$ cat src/rtl/binconv_engine.sv
// Binary XNOR/popcount 2-D convolution engine with run-time kernel size K (1..KMAX).
// Loads K, weights, image dimensions and rows from SRAMs, writes one thresholded row per word.
module binconv_engine #(
  parameter int DATA_W   = 16,
  parameter int ADDR_W   = 12,
  parameter int KMAX     = 5,
  parameter int OUT_BASE = 0
) (
  input  logic              clk,
  input  logic              reset_b,
  input  logic              dut_valid,
  output logic              dut_busy,
  output logic              dut_error,
  output logic [ADDR_W-1:0] dut_sram_read_address,
  input  logic [DATA_W-1:0] sram_dut_read_data,
  output logic [ADDR_W-1:0] dut_wmem_read_address,
  input  logic [DATA_W-1:0] wmem_dut_read_data,
  output logic [ADDR_W-1:0] dut_sram_write_address,
  output logic [DATA_W-1:0] dut_sram_write_data,
  output logic              dut_sram_write_enable
);

  localparam int KW  = $clog2(KMAX + 1);
  localparam int CTW = KW + 1;
  localparam int IW  = (KMAX > 1) ? $clog2(KMAX) : 1;
  localparam int MW  = $clog2(KMAX * KMAX + 1);
  localparam int SW  = MW + 1;
  localparam int JW  = (DATA_W > 1) ? $clog2(DATA_W) : 1;

  typedef enum logic [3:0] {IDLE, LD_K, LD_W, LD_DIM, FILL, CONV, WRITE, SHIFT, DONE} state_t;

  state_t            state_q, state_d;
  logic [CTW-1:0]    cnt_q, cnt_d, rd_idx_q, rd_idx_d;
  logic              rd_v_q, rd_v_d, busy_q, busy_d, err_q, err_d;
  logic [DATA_W-1:0] k_q, k_d, nr_q, nr_d, nc_q, nc_d, i_q, i_d, tmp_q, tmp_d;
  logic [JW-1:0]     j_q, j_d;
  logic [KMAX-1:0]   w_q [KMAX];
  logic [KMAX-1:0]   w_d [KMAX];
  logic [DATA_W-1:0] buf_q [KMAX];
  logic [DATA_W-1:0] buf_d [KMAX];

  logic [KW-1:0]     kk;
  logic [CTW-1:0]    nrows;
  logic [KMAX-1:0]   kmask;
  logic              bad;

  assign kk    = k_q[KW-1:0];
  // Weight rows are only fetched when K fits; oversize K is caught by the error check.
  assign nrows = (k_q <= DATA_W'(KMAX)) ? CTW'(kk) : '0;
  assign bad   = (k_q == '0) || (k_q > DATA_W'(KMAX)) || (nc_q == '0) ||
                 (nc_q > DATA_W'(DATA_W)) || (k_q > nr_q) || (k_q > nc_q);

  always_comb begin
    kmask = '0;
    for (int c = 0; c < KMAX; c++) kmask[c] = (c < int'(kk));
  end

  // Window rows are the K newest buffer entries; buffer slot b maps to kernel row b-(KMAX-K).
  logic [SW-1:0]     m;
  logic [DATA_W-1:0] rs;
  logic [IW-1:0]     wr;
  logic              win_bit;

  always_comb begin
    m  = '0;
    rs = '0;
    wr = '0;
    for (int b = 0; b < KMAX; b++) begin
      rs = buf_q[b] >> j_q;
      wr = IW'(b + int'(kk) - KMAX);
      if (b + int'(kk) >= KMAX) begin
        for (int c = 0; c < KMAX; c++) begin
          if (c < int'(kk) && rs[c] == w_q[wr][c]) m = m + SW'(1);
        end
      end
    end
    win_bit = (m << 1) >= (SW'(kk) * SW'(kk));
  end

  always_ff @(posedge clk or negedge reset_b) begin
    if (!reset_b) begin
      state_q  <= IDLE;
      cnt_q    <= '0;
      rd_idx_q <= '0;
      rd_v_q   <= 1'b0;
      busy_q   <= 1'b0;
      err_q    <= 1'b0;
      k_q      <= '0;
      nr_q     <= '0;
      nc_q     <= '0;
      i_q      <= '0;
      j_q      <= '0;
      tmp_q    <= '0;
      for (int r = 0; r < KMAX; r++) begin
        w_q[r]   <= '0;
        buf_q[r] <= '0;
      end
    end else begin
      state_q  <= state_d;
      cnt_q    <= cnt_d;
      rd_idx_q <= rd_idx_d;
      rd_v_q   <= rd_v_d;
      busy_q   <= busy_d;
      err_q    <= err_d;
      k_q      <= k_d;
      nr_q     <= nr_d;
      nc_q     <= nc_d;
      i_q      <= i_d;
      j_q      <= j_d;
      tmp_q    <= tmp_d;
      for (int r = 0; r < KMAX; r++) begin
        w_q[r]   <= w_d[r];
        buf_q[r] <= buf_d[r];
      end
    end
  end

  // Reads are pipelined: a word issued in one cycle is captured the next (rd_v_q/rd_idx_q).
  always_comb begin
    state_d  = state_q;
    cnt_d    = cnt_q;
    rd_idx_d = rd_idx_q;
    rd_v_d   = 1'b0;
    busy_d   = busy_q;
    err_d    = err_q;
    k_d      = k_q;
    nr_d     = nr_q;
    nc_d     = nc_q;
    i_d      = i_q;
    j_d      = j_q;
    tmp_d    = tmp_q;
    w_d      = w_q;
    buf_d    = buf_q;
    case (state_q)
      IDLE: if (dut_valid) begin
        state_d = LD_K;
        cnt_d   = '0;
        busy_d  = 1'b1;
        err_d   = 1'b0;
      end
      LD_K: if (cnt_q == '0) begin
        cnt_d = CTW'(1);
      end else begin
        k_d = wmem_dut_read_data;
        for (int r = 0; r < KMAX; r++) w_d[r] = '0;
        cnt_d   = '0;
        state_d = LD_W;
      end
      LD_W: begin
        if (cnt_q < nrows) begin
          rd_v_d   = 1'b1;
          rd_idx_d = cnt_q;
          cnt_d    = cnt_q + CTW'(1);
        end
        if (rd_v_q) begin
          w_d[rd_idx_q[IW-1:0]] = wmem_dut_read_data[KMAX-1:0] & kmask;
        end else if (cnt_q >= nrows) begin
          state_d = LD_DIM;
          cnt_d   = '0;
        end
      end
      LD_DIM: begin
        if (cnt_q < CTW'(2)) begin
          rd_v_d   = 1'b1;
          rd_idx_d = cnt_q;
          cnt_d    = cnt_q + CTW'(1);
        end
        if (rd_v_q) begin
          if (rd_idx_q == '0) nr_d = sram_dut_read_data;
          else                nc_d = sram_dut_read_data;
        end else if (cnt_q == CTW'(2)) begin
          cnt_d = '0;
          if (bad) begin
            err_d   = 1'b1;
            state_d = DONE;
          end else begin
            state_d = FILL;
          end
        end
      end
      FILL: begin
        if (cnt_q < CTW'(kk)) begin
          rd_v_d = 1'b1;
          cnt_d  = cnt_q + CTW'(1);
        end
        if (rd_v_q) begin
          for (int b = 0; b < KMAX - 1; b++) buf_d[b] = buf_q[b + 1];
          buf_d[KMAX-1] = sram_dut_read_data;
        end else if (cnt_q >= CTW'(kk)) begin
          state_d = CONV;
          i_d     = '0;
          j_d     = '0;
          tmp_d   = '0;
        end
      end
      CONV: begin
        tmp_d[j_q] = win_bit;
        if (DATA_W'(j_q) == nc_q - k_q) state_d = WRITE;
        else                            j_d = j_q + JW'(1);
      end
      WRITE: begin
        tmp_d = '0;
        j_d   = '0;
        cnt_d = '0;
        if (i_q == nr_q - k_q) state_d = DONE;
        else                   state_d = SHIFT;
      end
      SHIFT: if (cnt_q == '0) begin
        cnt_d = CTW'(1);
      end else begin
        for (int b = 0; b < KMAX - 1; b++) buf_d[b] = buf_q[b + 1];
        buf_d[KMAX-1] = sram_dut_read_data;
        i_d     = i_q + DATA_W'(1);
        cnt_d   = '0;
        state_d = CONV;
      end
      DONE: begin
        busy_d  = 1'b0;
        state_d = IDLE;
      end
      default: state_d = IDLE;
    endcase
  end

  always_comb begin
    dut_sram_read_address = '0;
    dut_wmem_read_address = '0;
    case (state_q)
      LD_W:   if (cnt_q < nrows) dut_wmem_read_address = ADDR_W'(cnt_q) + ADDR_W'(1);
      LD_DIM: if (cnt_q < CTW'(2)) dut_sram_read_address = ADDR_W'(cnt_q);
      FILL:   if (cnt_q < CTW'(kk)) dut_sram_read_address = ADDR_W'(cnt_q) + ADDR_W'(2);
      SHIFT:  if (cnt_q == '0) dut_sram_read_address = ADDR_W'(i_q + k_q + DATA_W'(2));
      default: ;
    endcase
  end

  assign dut_sram_write_enable  = (state_q == WRITE);
  assign dut_sram_write_address = dut_sram_write_enable ? ADDR_W'(OUT_BASE) + ADDR_W'(i_q) : '0;
  assign dut_sram_write_data    = dut_sram_write_enable ? tmp_q : '0;
  assign dut_busy               = busy_q;
  assign dut_error              = err_q;

endmodule

$ cat config.mk
export PLATFORM = sky130hd
export DESIGN_NAME = binconv_engine
export DESIGN_NICKNAME = d
export VERILOG_FILES = /design/src/rtl/binconv_engine.sv
export SDC_FILE = /design/constraint.sdc
export NUM_CORES = 1
export LEC_CHECK = 0
export BUFFER_PORTS_ARGS = -buffer_cell sky130_fd_sc_hd__buf_2
export CORE_MARGIN = 1.5
export CORE_UTILIZATION = 40
export CTS_BUF_LIST = sky130_fd_sc_hd__clkbuf_4 sky130_fd_sc_hd__clkbuf_8
export DETAILED_ROUTE_END_ITERATION = 10
export HOLD_SLACK_MARGIN = 0.05
export PLACE_DENSITY_LB_ADDON = 0.08
export RECOVER_POWER = 100
export SLEW_MARGIN = 20
export SYNTH_ARGS = -nofsm -noshare
export SYNTH_HDL_FRONTEND = slang
export SYNTH_SLANG_ARGS = --single-unit
$ cat constraint.sdc
create_clock -name clk -period 23.5 [get_ports clk]
set_input_delay 1.175 -clock clk [delete_from_list [all_inputs] [get_ports clk]]
set_output_delay 1.175 -clock clk [all_outputs]
set_load 0.02 [all_outputs]
==> metrics, run 1 <==
post-synthesis compound-gate area fraction=15.31%; Port Buffer Count=81; Pre-Repair DR Iteration Count=5; clk_skew=0.05276 ns; maximum fanout along the worst path=55; Most used DFF post-synth=dfrtp_1; pin count of the biggest net entering global routing=105; routed via count=15190; xor and xnor area share after synthesis=9.217%; Max-Slew Margin vs Limit=-273.4%; GP Congestion=0.9072; status=complete, but fails checks; Clock Pin Slew Worst Setup and Hold Paths=0.06 ns; Mapped Avg Cell Area=9.442 um2; leading cell types in the layout, fill and taps excluded=dfrtp_1, nand2_1, mux2_2, o21ai_0, nor2_1; Clock Path Buffers=3; Synth Area in Adders=8.055%; wire per inst=21.54 um; floorplan core area=45480 um2; main combinational cell family by area after synthesis=multiplexers; total of max-cap violations=4; flops & latches, synth=204; Gate Count Post-Synth=1961; CTS tree=done; Initial Utilization=40.71%; ANT cells=0; flop2flop setup slack=2.86 ns; post_cts resized=0; crit-path most repeated cell=ha_1; Layout Area Growth over Synthesis=8.974%; multi-input logic area=12630 um2; DIE AREA=47590 um2; most common cell after layout, fill and taps aside=dfrtp_1; synth unique cells=97; Root Buffer=clkbuf_8; RSZ-0062 raised after global routing=no; critical path capture point type=flop; DIE HEIGHT=218.2 um; Die X=218.2 um; Startpoint Class=flop; number of synthesized flops with an enable pin=0; CTS Buf Count=40; nets=2168; DR iter-0 viols=979; mux contribution to synthesized area=20.04%; final worst-path cycle share=87.84%; Post-Route WL=56950 um; failing checks=max-capacitance violations, max-slew violations; Post-DRT Antenna Nets=0; Clock Sinks=204; initial antenna violation count=0; Post-Syn Area=18520 um2; Vias/cell=5.746; Simple-Gate Fraction of Synth Area=15.38%; drt drc=0; worst path buffer plus inverter count=8; GRT Total Usage=24.14%; Slew @ Worst Pin=5.601 ns; CP top delay family=compound AO/OA/AOI/OAI gates; Final Hold Viols=0; number of global-route vias before repair=14870; CP required=23.94 ns; flip-flop and latch area=5111 um2; Clk Latency, worst-skew pair=0.62 ns; # H-tree levels=2; critical path arrival=21.08 ns; Setup Buffers After CTS=0; Ys Warns=0; # setup viols final=0; DP HPWL=43620 um; Max Fclk=48.44 MHz; worst hold path class=reg -> reg; fillers=4521; Setup Crit Path Kind=reg -> reg; Max Slew Vio Count=289; total negative slack=0 ns; minimum clock period=20.64 ns; fraction of layout cells with a size suffix above 1=18.40%; sequential element share of the synthesized area=27.57%; io pins=90; Hold Buf Count CTS=0; Synth async-reset ratio=100.0%; global route total overflow=0; Slowest-stage cell, CP=clkbuf_2; FP Rows=78; slowest cell delay on critical path=0.95 ns; first-pass GRT wire length=88720 um
==> flip-flops by register name, indices dropped and copies added, names as in the netlist <==
register / flops
buf_q: 80
w_q: 25
i_q: 16
k_q: 16
nc_q: 16
nr_q: 16
tmp_q: 16
cnt_q: 4
j_q: 4
rd_idx_q: 4
state_q: 4
dut_busy: 1
dut_error: 1
rd_v_q: 1
==> path summary, 6_finish.rpt <==
| path | end | startpoint | cells past startpoint |
|---|---|---|---|
| setup / recovery | tmp_q[3]$_DFFE_PN0P_ | k_q[0]$_DFFE_PN0P_ | 95 |
| hold / removal | k_q[12]$_DFFE_PN0P_ | k_q[12]$_DFFE_PN0P_ | 1 |
| setup reg to reg | tmp_q[3]$_DFFE_PN0P_ | k_q[0]$_DFFE_PN0P_ | 95 |
| hold reg to reg | k_q[12]$_DFFE_PN0P_ | k_q[12]$_DFFE_PN0P_ | 1 |
| max in group asynchronous | j_q[2]$_DFFE_PN0P_ | reset_b | 3 |
| min in group asynchronous | i_q[13]$_DFFE_PN0P_ | reset_b | 1 |
==> cells by family after synthesis <==
| logic type | Yosys count |
|---|---|
| AO/OA/AOI/OAI | 444 |
| multiplexers | 273 |
| flip-flops | 204 |
| other | 1 |
| adder cells (fa/ha/maj) | 117 |
| buffers and inverters | 181 |
| AND/OR/NAND/NOR | 568 |
| XOR/XNOR | 173 |
==> metal layers <==
layer  track usage (%)  vias to the layer above  wire, um
met5                 0                        -         0
met3             3.215                       86      2437
met4             7.310                        0      1442
met2             37.66                      331     25870
li1                  -                     7260         -
met1             34.63                     7516     27200
==> stage by stage <==
stage	setup slack [ns]	instances	hold slack (ns)	instance area [um2]	util (%)
final	2.858	2644	0.5032	20180	44.37
after global routing	1.109	2644	0.5262	20180	44.37
after CTS	3.578	2644	0.5080	20260	44.54
after detailed placement	3.621	2575	0.4901	19380	42.62
after global placement	4.076	2575	0.4899	19380	42.61
after floorplan	5.996	1968	0.4543	18540	-
==> cell usage after synthesis, types with 7 or more instances <==
cell / number / area share [%]
dfrtp_1: 204 / 28
nand2_1: 169 / 3.4
mux2_2: 148 / 9.0
o21ai_0: 130 / 3.5
nor2_1: 115 / 2.3
ha_1: 112 / 7.6
a21oi_1: 107 / 2.9
xnor2_1: 106 / 5.0
inv_1: 83 / 1.7
mux2i_1: 60 / 3.2
mux4_2: 60 / 7.3
xor2_1: 50 / 2.4
and2_1: 49 / 1.7
clkbuf_1: 49 / 0.99
nand3_1: 48 / 1.3
a21o_1: 37 / 1.5
and3_1: 29 / 0.98
nor3_1: 27 / 0.73
nand2b_1: 22 / 0.74
buf_2: 16 / 0.43
buf_4: 15 / 0.61
nor2b_1: 15 / 0.51
or3_1: 14 / 0.47
a211oi_1: 13 / 0.53
a22oi_1: 13 / 0.53
o22ai_1: 13 / 0.44
nor4_1: 12 / 0.41
o31ai_1: 12 / 0.49
a31oi_1: 11 / 0.37
nand4_1: 11 / 0.37
o21a_1: 10 / 0.41
or2_2: 9 / 0.30
xnor3_1: 9 / 1.1
nor3b_1: 8 / 0.32
o211ai_1: 8 / 0.32
a21boi_0: 7 / 0.28
nor4b_1: 7 / 0.33
o21bai_1: 7 / 0.28
xnor2_2: 7 / 0.61
==> area by class of cell <==
cell class                 instances  area share [%]
inverter                          89           1.680
multi-input combinational       1583           62.58
tap                              600           3.720
timing repair buffer              99           2.356
clock inverter                     4          0.2976
clock buffer                      65           4.031
sequential                       204           25.33
Power of run 1 is left out: the tool's default activity adds up to more than one toggle a clock period on the data nets, which glitch-free logic cannot reach.
==> run 2, diff against run 1 <==
--- a/config.mk
+++ b/config.mk
@@ -11,7 +11,7 @@
 export CTS_BUF_LIST = sky130_fd_sc_hd__clkbuf_4 sky130_fd_sc_hd__clkbuf_8
 export DETAILED_ROUTE_END_ITERATION = 10
 export HOLD_SLACK_MARGIN = 0.05
-export PLACE_DENSITY_LB_ADDON = 0.08
+export PLACE_DENSITY = 0.63
 export RECOVER_POWER = 100
 export SLEW_MARGIN = 20
 export SYNTH_ARGS = -nofsm -noshare
==> metrics, run 2 (synthesis gave the netlist of run 1 again) <==
minimum clock period=20.09 ns (-0.5539 ns); largest reg by FF count=buf_q; Post-DRT Antenna Nets=0 (unchanged); clk_skew=0.02679 ns (-0.02597 ns); global route total overflow=0 (unchanged); nets=2160 (-0.37%); Startpoint Class=flop; number of global-route vias before repair=14820 (-0.34%); routed via count=15650 (+3.0%); Port Buffer Count=81 (unchanged); most common cell after layout, fill and taps aside=dfrtp_1; fraction of layout cells with a size suffix above 1=18.56% (+0.16 points); post_cts resized=0 (unchanged); Slew @ Worst Pin=4.434 ns (-1.166 ns); Layout Area Growth over Synthesis=8.839%; failing checks=max-capacitance violations, max-slew violations; Max Slew Vio Count=319 (+10%); Clk Latency, worst-skew pair=0.56 ns (-0.06 ns); FP Rows=78 (unchanged); initial antenna violation count=2 (+2); Post-Route WL=53750 um (-5.6%); drt drc=0 (unchanged); wire per inst=20.38 um (-5.4%); Hold Buf Count CTS=0 (unchanged); Clock Sinks=204 (unchanged); # setup viols final=0 (unchanged); leading cell types in the layout, fill and taps excluded=dfrtp_1, nand2_1, mux2_2, o21ai_0, nor2_1; critical path capture point type=flop; pin count of the biggest net entering global routing=84 (-20%); Root Buffer=clkbuf_8; Initial Utilization=40.71% (unchanged); first-pass GRT wire length=84740 um (-4.5%); fillers=4492 (-0.64%); Vias/cell=5.933 (+3.3%); Max-Slew Margin vs Limit=-195.6% (+78 points); DP HPWL=40900 um (-6.2%); DIE HEIGHT=218.2 um (unchanged); floorplan core area=45480 um2 (unchanged); DIE AREA=47590 um2 (unchanged); final worst-path cycle share=85.48% (-2.4 points); status=complete, but fails checks; Die X=218.2 um (unchanged); CTS Buf Count=37 (-7.5%); Clock Path Buffers=3 (unchanged); GP Congestion=0.9151 (+0.87%); GRT Total Usage=22.48% (-1.7 points); critical path arrival=20.50 ns (-0.58 ns); Final Hold Viols=0 (unchanged); Slowest-stage cell, CP=ha_1; Pre-Repair DR Iteration Count=5 (unchanged); maximum fanout along the worst path=27 (-51%); biggest registers after layout=buf_q x80, w_q x25; crit-path most repeated cell=ha_1; Setup Buffers After CTS=0 (unchanged); Largest register FFs=80 (unchanged); Setup Crit Path Kind=reg -> reg; Max Fclk=49.78 MHz (+2.8%); DR iter-0 viols=1698 (+73%); worst hold path class=reg -> reg; io pins=90 (unchanged); CTS tree=done; total of max-cap violations=5 (+1); Clock Pin Slew Worst Setup and Hold Paths=0.06 ns (about the same); CP required=23.91 ns (-0.03 ns); ANT cells=0 (unchanged); slowest cell delay on critical path=0.75 ns (-0.20 ns); RSZ-0062 raised after global routing=no; total negative slack=0 ns (unchanged); # H-tree levels=2 (unchanged)
run 2: layer usage:
layer | vias to the layer above | part of all wire [%] | global-route usage, %
li1 | 7251 | - | -
met5 | - | 0 | 0
met1 | 7814 | 46 | 32.05
met3 | 102 | 5.4 | 2.283
met4 | 0 | 2.9 | 7.264
met2 | 479 | 46 | 35.66
run 2: stage by stage:
stage	setup slack [ns]	util (%)	hold WS [ns]	instance area, um2	cells
floorplan	5.996	-	0.4543	18540	1968
global placement	4.396	42.53	0.4829	19340	2570
detailed placement	3.765	42.53	0.4860	19340	2570
CTS	3.721	44.44	0.5007	20210	2637
global route	1.966	44.31	0.5241	20150	2637
finish	3.412	44.31	0.5001	20150	2637
run 2: final timing paths:
kind,from,end,slack (ns),cells past startpoint
worst max-delay path,k_q[2]$_DFFE_PN0P_,tmp_q[3]$_DFFE_PN0P_,3.41,94
worst min-delay path,tmp_q[0]$_DFFE_PN0P_,tmp_q[0]$_DFFE_PN0P_,0.50,2
max in group asynchronous,reset_b,j_q[0]$_DFFE_PN0P_,15.65,2
worst max register to register,k_q[2]$_DFFE_PN0P_,tmp_q[3]$_DFFE_PN0P_,3.41,94
min in group asynchronous,reset_b,buf_q[44]$_DFFE_PN0P_,2.22,1
worst min register to register,tmp_q[0]$_DFFE_PN0P_,tmp_q[0]$_DFFE_PN0P_,0.50,2
run 2: final cells by class:
cell class	instances	area [um2]	share of cell area (%)
repair buffers	94	457.9	2.272
multi-input cells	1583	12630	62.65
flip-flops and latches	204	5111	25.36
well taps	600	750.7	3.725
clock buffers	51	658.1	3.266
inverters	89	339.1	1.682
clock inverters	16	210.2	1.043
run 2: critical path: cells and delay by family (launching register included):
kind	cells	cell delay (ns)
muxes	4	1.14
DFF	1	0.32
AOI/OAI and AO/OA	32	5.89
buffers and inverters	9	1.69
adders and majority gates	18	5.71
and+or+nand+nor	28	4.49
xor gates and xnor gates	3	0.68
Power of run 2 is left out for the same reason.
